**config.mk**
```make
export PLATFORM = sky130hd
export DESIGN_NAME = add3_accumulator
export DESIGN_NICKNAME = d
export VERILOG_FILES = /design/src/rtl/add3_accumulator.sv
export SDC_FILE = /design/constraint.sdc
export NUM_CORES = 1
export LEC_CHECK = 0
export CAP_MARGIN = 20
export CORE_MARGIN = 3
export CORE_UTILIZATION = 45
export CTS_CLUSTER_SIZE = 20
export DETAILED_ROUTE_END_ITERATION = 8
export PLACE_DENSITY = 0.82
export RECOVER_POWER = 100
export SLEW_MARGIN = 5
export SYNTH_ARGS = -nofsm -noshare
export SYNTH_HDL_FRONTEND = slang
export SYNTH_SLANG_ARGS = --single-unit
```
**constraint.sdc**
```tcl
create_clock -name clk -period 2.35 [get_ports clk]
set_input_delay 0.235 -clock clk [delete_from_list [all_inputs] [get_ports clk]]
set_output_delay 0.235 -clock clk [all_outputs]
set_load 0.05 [all_outputs]
```
**src/rtl/add3_accumulator.sv**
```systemverilog
// Saturating batch accumulator for the 3-bit adder's {cout,sum} results.
// Accepts COUNT beats, presents the total with a sticky overflow flag, then restarts.
module add3_accumulator #(
  parameter int ACC_W = 8,
  parameter int COUNT = 4
) (
  input  logic             clk,
  input  logic             rst_n,
  input  logic             clr,
  input  logic             in_valid,
  output logic             in_ready,
  input  logic [2:0]       sum,
  input  logic             cout,
  output logic             out_valid,
  input  logic             out_ready,
  output logic [ACC_W-1:0] acc_out,
  output logic             ovf
);

  localparam int CNT_W = $clog2(COUNT + 1);

  typedef enum logic {
    ACCUM = 1'b0,
    DONE  = 1'b1
  } state_t;

  state_t           r_state;
  state_t           w_next_state;
  logic [ACC_W-1:0] r_acc;
  logic [CNT_W-1:0] r_cnt;
  logic             r_ovf;

  logic             w_accept;
  logic             w_last;
  logic             w_release;
  logic [ACC_W:0]   w_sum;

  // One extra bit on the sum makes the saturation test a single carry bit.
  assign w_sum     = {1'b0, r_acc} + {{(ACC_W - 3){1'b0}}, cout, sum};
  assign w_accept  = in_valid && in_ready;
  assign w_last    = (r_cnt == CNT_W'(COUNT - 1));
  assign w_release = (r_state == DONE) && out_ready;

  assign acc_out = r_acc;
  assign ovf     = r_ovf;

  always_comb begin
    // NOTE: every output of this block gets a default first so no latch is inferred.
    w_next_state = r_state;
    in_ready     = 1'b0;
    out_valid    = 1'b0;
    unique case (r_state)
      ACCUM: begin
        in_ready = !clr;
        if (w_accept && w_last) w_next_state = DONE;
      end
      DONE: begin
        out_valid = 1'b1;
        if (out_ready) w_next_state = ACCUM;
      end
      default: w_next_state = ACCUM;
    endcase
    if (clr) w_next_state = ACCUM;
  end

  always_ff @(posedge clk) begin
    // NOTE: non-blocking assignments so every register samples pre-edge values.
    if (!rst_n) begin
      r_state <= ACCUM;
    end else begin
      r_state <= w_next_state;
    end
  end

  always_ff @(posedge clk) begin
    if (!rst_n) begin
      r_acc <= '0;
      r_cnt <= '0;
      r_ovf <= 1'b0;
    end else if (clr || w_release) begin
      r_acc <= '0;
      r_cnt <= '0;
      r_ovf <= 1'b0;
    end else if (w_accept) begin
      if (w_sum[ACC_W]) begin
        r_acc <= '1;
        r_ovf <= 1'b1;
      end else begin
        r_acc <= w_sum[ACC_W-1:0];
      end
      r_cnt <= w_last ? '0 : r_cnt + 1'b1;
    end
  end

endmodule

```
# [Word level (Yosys, flattened, before mapping)]
# Cells that the tools add are included.
[classes] addsub=2 eq_ne=1 n_mux=7 bitwise=2 reduce_logical=8
[ops] cell="adder 8 x 4 -> 9 bit" n=1
[ops] cell="2-to-1 mux 8 bit" n=1
[ops] cell="2-to-1 mux 1 bit" n=4
[ops] cell="OR reduction 2 bit" n=2
[ops] cell="adder 3 x 1 -> 3 bit, second input constant" n=1
[ops] cell="equality test 3 x 2 -> 1 bit, second input constant" n=1
[ops] cell="logical AND 1 bit" n=3
[ops] cell="2-to-1 mux 3 bit" n=1
[ops] cell="inverter 1 bit" n=2
[ops] cell="one-hot mux 1 bit (2 select lines)" n=1
[ops] cell="AND reduction 2 bit" n=1
[ops] cell="zero test 1 bit" n=1
[ops] cell="logical OR 1 bit" n=1
[word_totals] reg_bits=13 out_inout_bits=11 wordCells=24

# [Logic depth before layout (Yosys ltp)]
# Gate-level depths: netlist (run 1).
[depth] depth_word=6 mapped_depth=6 ltp_nobuf=6

# [Worst setup path after synthesis (run 1)]
# Ideal clock, no wire load.
[synth_timing] kind="register -> register" startpoint="register r_acc[3] (netlist: acc_out[3])" endpoint="register r_acc[0] (netlist: acc_out[0])" arrival_ps=1828 required_ps=2231 path_slack_ps=404 path_stages_with_launch=6 n_path_buf=0 synth_period_minus_slack_ps=1946 cell_sequence="dfxtp_1 > ha_1 > a21oi_1 > a21oi_1 > nand2b_1 > o221a_2"
[synth_between] elab_chain_len=2
[synth_rtl] element="start: declaration" line="29" text="logic [ACC_W-1:0] r_acc;"
[synth_rtl] element="start signal: assignment" line="89" text="r_acc <= w_sum[ACC_W-1:0];"
[synth_rtl] element="adder 8 x 4 -> 9 bit" line="39" text="assign w_sum = {1'b0, r_acc} + {{(ACC_W - 3){1'b0}}, cout, sum};"
[synth_rtl] element="2-to-1 mux 8 bit" line="85" text="if (w_sum[ACC_W]) begin"
# Every way passes these cells.
# A chain may end at the register's enable or synchronous reset.

# [Final worst setup path (run 1)]
[layout_timing] startpoint="input port clr" endpoint="output port in_ready"
[layout_between] elab_chain_len=2
[layout_rtl] element="start: declaration" line="9" text="input logic clr,"
[layout_rtl] element="zero test 1 bit" line="54" text="in_ready = !clr;"
[layout_rtl] element="2-to-1 mux 1 bit" line="52" text="unique case (r_state)"
[layout_rtl] element="end: declaration" line="11" text="output logic in_ready,"
# Every way passes these cells.

==> results.yml, run 1 <==
floorplanning:
  start_util_pct: 50.73
  die_h_um: 45.25
  rows: 13
  die_area_mm2: 0.002047
  ios: 20
  die_x_um: 45.25
  core_area_mm2: 0.001366
critical_path:
  slowest_stage: "dlygate4sd3_1"
  worstReg2RegStart: "acc_out[0]"
  r2r_cells: 6
  timing.rr.end: "acc_out[1]"
  critPathCaptureType: "output port"
  cp_data_required_time_ps: 2120
  cp_data_arrival_time_ps: 1810
  path_cells: "dlygate4sd3_1 -> nor2_1 -> dlygate4sd3_1"
  cpMostUsedCell: "dlygate4sd3_1"
  worstPathMaxFanout: 4
  startpoint_type: "primary input"
  r2r_slack_ps: 590
  crit_type: "in -> out"
  slowest_delay_ps: 870
  crit_family: "buffers and inverters"
  path_buf_inv: 2
clocking:
  insertion_delay_ps: 280
  cts_buffers: 3
  cts_sinks: 13
  post_cts_resized: 0
  cts_setup_buffers: 0
  ctsHoldBuffers: 0
  ctsHtreeMaxLevel: 1
  root_buffer: "clkbuf_4"
  cts.path.max_buffers: 2
  cts_tree: "done"
  clkTransAtPathRegs_ps: 80
hold_path:
  min_path_type: "reg -> reg"
  min_to: "r_cnt[2]"
  min_from: "r_cnt[2]"
  holdPathStages: 2
sta:
  post-route-min-period_ps: 2045
  worst_pin_slew_ps: 510.0
  post-route-period-util_pct: 87.02
  tns_ps: 0
  finalClockSkew_ps: 3.286
  setup_viol: 0
  clock.fmax_ghz: 0.4890
  grt_setup_unrepaired: "false"
  hold_viol: 0
  timing.final.ws_setup_ps: 305.1
  slew_headroom_pct: 65.89
  maxSlewViolCount: 0
global_routing:
  grtUsageTotal_pct: 17.91
  grt_max_degree: 11
  grt_first_pass_wirelength_um: 2553
  globalRouteOverflowTotal: 0
  antenna_found_initial: 0
  grt_pass1_vias: 597
routing:
  wl_met3_um: 67
  first_iter_violations: 11
  wl_met2_um: 740
  wl_per_cell_um: 13.95
  highest_layer: "met4"
  wl_met1_um: 731
  drt-pass1-iter-count: 4
  drc: 0
  via_per_inst: 5.789
  drtAntennaViolNets: 0
  num_vias: 660
  routed_wl_um: 1590
final_layout:
  diodes: 0
  drive_gt1_share_pct: 6.061
  area_growth_pct: 31.23
  final_net_count: 115
yosys:
  seq_area_frac_synth_pct: 37.55
  synth_ff_type: "dfxtp_1"
  syn_nets: 91
  synth_most_common_cell: "dfxtp_1"
  ys_seq_elements: 13
  synth_top_area_share_pct: 37.55
  synth_area_per_cell_um2: 9.121
  synthTopCellsByArea: "dfxtp_1, ha_1, a21oi_1, nor2_1, a211oi_1"
  syn_area_um2: 693.2
  synth-async-reset-ratio_pct: 0
  synth_warnings: 0
  synth_area_leader_cell: "dfxtp_1"
  synth_cells: 76
  ys_top_cells_by_count: "dfxtp_1, a21oi_1, nor2_1"
  synth_cell_types: 27
  synth_edf_count: 0
power_and_ir_drop:
  p_leak_nw: 0.3778
  combPwrFrac_pct: 15.7
  internal-power_mw: 0.3192
  finalPower_mw: 0.4349
  swShare_pct: 26.60
  pwr-share-seq_pct: 51.9
  p_per_area_mw_per_mm2: 478.1
  pwr-share-clk_pct: 32.4
  vdd_drop_max_mv: 0.3537
  p_sw_mw: 0.1157
placement:
  place_ws_ps: 211.4
  port_buffers: 19
  place.gp.congestion: 0.7540
  hpwl_um: 1243
status:
  status: "finished, final reports clean"
flow_run:
  maxCapViolCount: 0
[cell type report]
| type | instances | area (um2) |
|---|---|---|
| Clock buffer | 4 | 26.28 |
| Fill cell | 112 | 456.7 |
| Sequential cell | 13 | 260.3 |
| Inverter | 2 | 7.507 |
| Timing Repair Buffer | 20 | 193.9 |
| Multi-Input combinational cell | 60 | 402.9 |
| Tap cell | 15 | 18.77 |
[worst max-delay path by stage]
| stage | to | startpoint | slack, ps | depth (start not counted) |
|---|---|---|---|---|
| 2_1_floorplan | acc_out[0] | acc_out[3] | 400 | 5 |
| 3_3_place_gp | acc_out[0] | sum[0] | 270 | 7 |
| 3_5_place_dp | acc_out[1] | sum[0] | 210 | 7 |
| 5_1_grt | in_ready | clr | 250 | 3 |
| 6_report | in_ready | clr | 310 | 3 |
| 4_1_cts | in_ready | clr | 480 | 3 |
[sequential cells by signal, indices dropped and copies added (netlist names)]
signal	cells
acc_out	8
r_cnt	3
r_state	1
ovf	1
[power by group through the flow]
stage          clock network, mW  logic, mW  registers (mW)
2_1_floorplan                  0     0.0350           0.239
5_1_grt                    0.153     0.0742           0.227
3_5_place_dp                   0     0.0722           0.231
3_3_place_gp                   0     0.0705           0.231
4_1_cts                    0.147     0.0726           0.226
6_report                   0.141     0.0681           0.226
[tightest hold or removal path, delay by kind of cell (launching register included)]
kind            cells  cell delay, ps
flops               1             320
simple gates        1              60
compound gates      1              30
[kinds of logic (layout without fill, tap and decap cells)]
logic type               Yosys count  after routing  synth area share, %
buffers and inverters              3             26                2.708
flip-flops                        13             13                37.55
XOR/XNOR                           2              2                2.528
adder cells (fa/ha/maj)            6              6                11.91
AO/OA/AOI/OAI                     25             25                24.37
AND/OR/NAND/NOR                   27             27                20.94
[placed cells by master (no fill, tap or decap), drive strengths merged, types with 3 or more instances in the layout]
cell            n
clkdlybuf4s50   6
nand3           3
a21oi          11
a31oi           3
dlygate4sd3    13
nor2           10
o21ai           3
clkbuf          5
a211oi          3
ha              5
dfxtp          13
[per-layer routing]
metal  vias to the layer above  GRT usage (%)
li1                        331              -
met1                       306          21.36
met2                        19          27.68
met3                         4          3.586
met4                         0          14.04
met5                         -              0
[per-stage QoR]
| step | std cells | cell area, um2 | utilization, % | hold WS (ps) |
|---|---|---|---|---|
| 6_report | 114 | 909.6 | 66.58 | 441.7 |
| 5_1_grt | 114 | 909.6 | 66.58 | 485.7 |
| 4_1_cts | 114 | 924.6 | 67.67 | 445.0 |
| 3_5_place_dp | 110 | 898.4 | 65.75 | 432.1 |
| 3_3_place_gp | 110 | 898.4 | 65.75 | 422.9 |
| 2_1_floorplan | 76 | 693.2 | - | 412.3 |
Note: power is estimated with default switching activity, not from simulation.
==> run 2: changes to the inputs <==
Settings changed: CORE_MARGIN 3 to 4.
==> run 2 against run 1 <==
  * Clock-buffer cell count is the same
  * Sequential share of layout area grew 0.16 points
  * Via count shrank 0.61%
  * Utilization shrank 1.1 points
  * Final cell count is the same
  * Global-route usage shrank 1.4 points
  * Combinational power shrank 0.7%
  * Largest power group unchanged
  * Highest routed layer unchanged
==> results.yml, run 2 (synthesized netlist as in run 1, its figures left out) <==
routing:
  num_vias: 656
  drtAntennaViolNets: 0
  wl_per_cell_um: 13.82
  drt-pass1-iter-count: 4
  first_iter_violations: 19
  routed_wl_um: 1576
  drc: 0
  via_per_inst: 5.754
critical_path:
  worstReg2RegStart: "acc_out[0]"
  startpoint_type: "primary input"
  cp_data_arrival_time_ps: 1820
  timing.rr.end: "acc_out[1]"
  worstPathMaxFanout: 4
  r2r_slack_ps: 620
  cp_data_required_time_ps: 2120
  r2r_cells: 6
  crit_start: "clr"
  critPathCaptureType: "output port"
  crit_type: "in -> out"
  crit_end: "in_ready"
global_routing:
  grtUsageTotal_pct: 16.52
  grt_use_met1_pct: 18.94
  grt_first_pass_wirelength_um: 2559
  busiest_layer: "met2"
  met3_usage_pct: 3.448
  use_met2_pct: 28.61
  grt_max_degree: 11
  antenna_found_initial: 0
  globalRouteOverflowTotal: 0
  grt_pass1_vias: 605
clocking:
  cts_buffers: 3
  post_cts_resized: 0
  ctsHoldBuffers: 0
  clkTransAtPathRegs_ps: 80
  cts_setup_buffers: 0
  cts.path.max_buffers: 2
  root_buffer: "clkbuf_4"
  ctsHtreeMaxLevel: 1
  cts_sinks: 13
  cts_tree: "done"
  insertion_delay_ps: 270
hold_path:
  min_from: "r_cnt[2]"
  min_path_type: "reg -> reg"
sta:
  finalClockSkew_ps: 3.168
  grt_setup_unrepaired: "false"
  holdWs_ps: 444.7
  post-route-period-util_pct: 87.35
  clock.fmax_ghz: 0.4872
  post-route-min-period_ps: 2053
  worst_pin_slew_ps: 509.1
  maxSlewViolCount: 0
  tns_ps: 0
  hold_viol: 0
  setup_viol: 0
  slew_headroom_pct: 65.95
final_layout:
  area_growth_pct: 30.51
  diodes: 0
  final_net_count: 115
  final_cell_mix: "dfxtp_1, dlygate4sd3_1, a21oi_1"
  largest_register_ffs: 8
  drive_gt1_share_pct: 5.051
  fin_area_um2: 904.6
  fill_cells: 124
  fin_util_pct: 65.43
floorplanning:
  die_h_um: 47.25
  start_util_pct: 50.14
  ios: 20
  die_x_um: 47.25
  rows: 13
  core_area_mm2: 0.001383
  die_area_mm2: 0.002232
placement:
  hpwl_um: 1216
  port_buffers: 19
  placed_area_um2: 898.4
  place.gp.congestion: 0.7329
power_and_ir_drop:
  p_leak_nw: 0.3753
  vdd_drop_max_mv: 0.3195
  finalPower_mw: 0.4294
  p_per_area_mw_per_mm2: 474.7
flow_run:
  maxCapViolCount: 0
status:
  status: "finished, final reports clean"
[run 2: cell count changes in the layout (fill, tap and decap cells not counted)]
cell / before / now
nor3b_2: 1 / 0
nor3b_1: 0 / 1
[run 2: final cells by class]
type / count / area [um2] / share of cell area, %
inverters: 2 / 7.507 / 0.8299
repair buffers: 20 / 193.9 / 21.44
multi-input cells: 60 / 397.9 / 43.98
flip-flops and latches: 13 / 260.3 / 28.77
well taps: 15 / 18.77 / 2.075
clock buffers: 4 / 26.28 / 2.905
[run 2: power breakdown]
group          internal (mW)  leakage (nW)  switching [mW]
Combinational         0.0297         0.255          0.0379
Sequential             0.223         0.105         0.00277
Clock                 0.0657        0.0150          0.0701
Total                  0.319         0.375           0.111
[run 2: through the flow]
| step | cells | setup WS [ps] |
|---|---|---|
| after CTS | 114 | 460.6 |
| after global placement | 110 | 271.3 |
| final | 114 | 297.4 |
| after detailed placement | 110 | 225.0 |
| after global routing | 114 | 277.2 |
| after floorplan | 76 | 403.6 |
[run 2: metal layers]
layer / wire length (um) / up-vias
met5: 0 / -
met4: 19 / 0
met3: 98 / 2
met2: 782 / 18
met1: 676 / 304
li1: - / 332
[run 2: critical path, cell delays in order]
cell and delay (ps):
dlygate4sd3_1 580, nor2_1 120, dlygate4sd3_1 880
[run 2: worst min-delay path by stage]
stage | end | cells after the start | slack, ps
after floorplan | r_cnt[2] | 2 | 410
after global placement | r_cnt[2] | 2 | 420
after detailed placement | r_cnt[2] | 2 | 430
after CTS | r_cnt[2] | 2 | 440
after global routing | r_cnt[2] | 2 | 470
final | r_cnt[2] | 2 | 440
==> run 3: changes to the inputs <==
Settings changed: CORE_MARGIN 4 to default.
==> run 3 against run 2 <==
  * Final cell count unchanged
  * Combinational power increased by 1%
  * Register-to-register slack about the same
  * Utilization increased by 1.1 points
  * Cell area increased by 0.55%
  * Global-route usage increased by 5.7 points
  * Sequential power about the same
  * Non-clock buffer count unchanged
  * Power increased by 0.21%
  * Clock power about the same
==> results.yml, run 3 (synthesized netlist as in run 1, its figures left out) <==
clocking:
  insertion_delay_ps: 270
  clkTransAtPathRegs_ps: 70
  cts.path.max_buffers: 2
  cts_sinks: 13
  ctsHtreeMaxLevel: 1
  root_buffer: "clkbuf_4"
  ctsHoldBuffers: 0
  cts_setup_buffers: 0
  cts_tree: "done"
  post_cts_resized: 0
  cts_buffers: 3
critical_path:
  crit_type: "in -> out"
  slowest_stage: "dlygate4sd3_1"
  path_buf_inv: 2
  critPathCaptureType: "output port"
  crit_start: "clr"
  startpoint_type: "primary input"
  worstReg2RegStart: "acc_out[0]"
  cpMostUsedCell: "dlygate4sd3_1"
  cp_data_arrival_time_ps: 1800
  crit_family: "buffers and inverters"
  slowest_delay_ps: 870
  path_cells: "dlygate4sd3_1 -> nor2_1 -> dlygate4sd3_1"
  worstPathMaxFanout: 4
  cp_data_required_time_ps: 2120
floorplanning:
  die_x_um: 41.25
  core_area_mm2: 0.001366
  die_area_mm2: 0.001701
  rows: 13
  ios: 20
  start_util_pct: 50.73
  die_h_um: 41.25
sta:
  slew_headroom_pct: 65.71
  post-route-period-util_pct: 86.51
  setup_viol: 0
  finalClockSkew_ps: 2.565
  clock.fmax_ghz: 0.4919
  post-route-min-period_ps: 2033
  worst_pin_slew_ps: 512.6
  hold_viol: 0
  maxSlewViolCount: 0
  grt_setup_unrepaired: "false"
  tns_ps: 0
placement:
  hpwl_um: 1263
  port_buffers: 19
  place.gp.congestion: 0.7875
final_layout:
  largest_register_ffs: 8
  regArea_um2: 260.3
  fill_cells: 129
  final_common_cell: "dlygate4sd3_1"
  area_growth_pct: 31.23
  multi_input_area_um2: 402.9
  drive_gt1_share_pct: 6.061
  final_net_count: 115
  diodes: 0
  final_cell_mix: "dlygate4sd3_1, dfxtp_1, a21oi_1"
global_routing:
  antenna_found_initial: 0
  grtUsageTotal_pct: 22.26
  globalRouteOverflowTotal: 0
  grt_max_degree: 11
  grt_first_pass_wirelength_um: 2401
  grt_pass1_vias: 580
power_and_ir_drop:
  vdd_drop_max_mv: 0.3239
  p_sw_mw: 0.1115
  swShare_pct: 25.91
  p_leak_nw: 0.3780
  combPwrFrac_pct: 15.9
  p_per_area_mw_per_mm2: 473.1
  internal-power_mw: 0.3188
  pwr-share-clk_pct: 31.6
  finalPower_mw: 0.4303
  pwr-share-seq_pct: 52.5
routing:
  routed_wl_um: 1579
  drt-pass1-iter-count: 4
  drtAntennaViolNets: 0
  via_per_inst: 5.702
  drc: 0
  wl_per_cell_um: 13.85
  num_vias: 650
  first_iter_violations: 13
status:
  status: "finished, final reports clean"
hold_path:
  min_path_type: "reg -> reg"
  min_from: "r_cnt[2]"
flow_run:
  maxCapViolCount: 0
run 3: cell count changes in the layout (fill, tap and decap cells not counted):
cell,delta
clkdlybuf4s50_1,-1
dlygate4sd3_1,+1
nor3b_1,-1
nor3b_2,+1
run 3: worst register-to-register path, stage by stage, from the launching register on:
cell and delay (ps):
dfxtp_1 370, ha_1 200, fa_1 220, nand3_1 130, a21oi_1 350, a31oi_1 140
a311oi_1 250
run 3: layer usage:
metal / part of all wire [%] / vias up / global-route usage [%]
met5: 0 / - / 0
met4: 0.38 / 0 / 6.452
met3: 4.4 / 2 / 8.696
met2: 53 / 19 / 39.84
met1: 42 / 297 / 23.86
li1: - / 332 / -
run 3: metrics by stage:
step | instances | hold WS, ps | area (um2) | worst slack, ps | utilization, %
CTS | 114 | 446.4 | 924.6 | 492.6 | 67.67
detailed placement | 110 | 432.1 | 898.4 | 231.0 | 65.75
floorplan | 76 | 412.3 | 693.2 | 403.6 | -
global placement | 110 | 422.8 | 898.4 | 267.4 | 65.75
global route | 114 | 459.3 | 909.6 | 284.1 | 66.58
finish | 114 | 445.9 | 909.6 | 317.0 | 66.58
run 3: final timing paths:
kind,end,slack (ps),cells past startpoint
worst max-delay path,in_ready,320,3
worst min-delay path,r_cnt[2],450,2
worst max register to register,acc_out[6],610,6
worst min register to register,r_cnt[2],450,2
run 3: power groups by stage:
| stage | Sequential (mW) | Clock, mW | Combinational (mW) |
|---|---|---|---|
| after global placement | 0.231 | 0 | 0.0703 |
| after detailed placement | 0.231 | 0 | 0.0724 |
| after floorplan | 0.239 | 0 | 0.0350 |
| final | 0.226 | 0.136 | 0.0683 |
| after global routing | 0.227 | 0.151 | 0.0752 |
| after CTS | 0.226 | 0.143 | 0.0731 |
run 3: area by class of cell:
cell class | instances | share of cell area [%]
Tap cell | 15 | 2.063
Multi-Input combinational cell | 60 | 44.29
Clock buffer | 4 | 2.889
Inverter | 2 | 0.8253
Timing Repair Buffer | 20 | 21.32
Sequential cell | 13 | 28.61
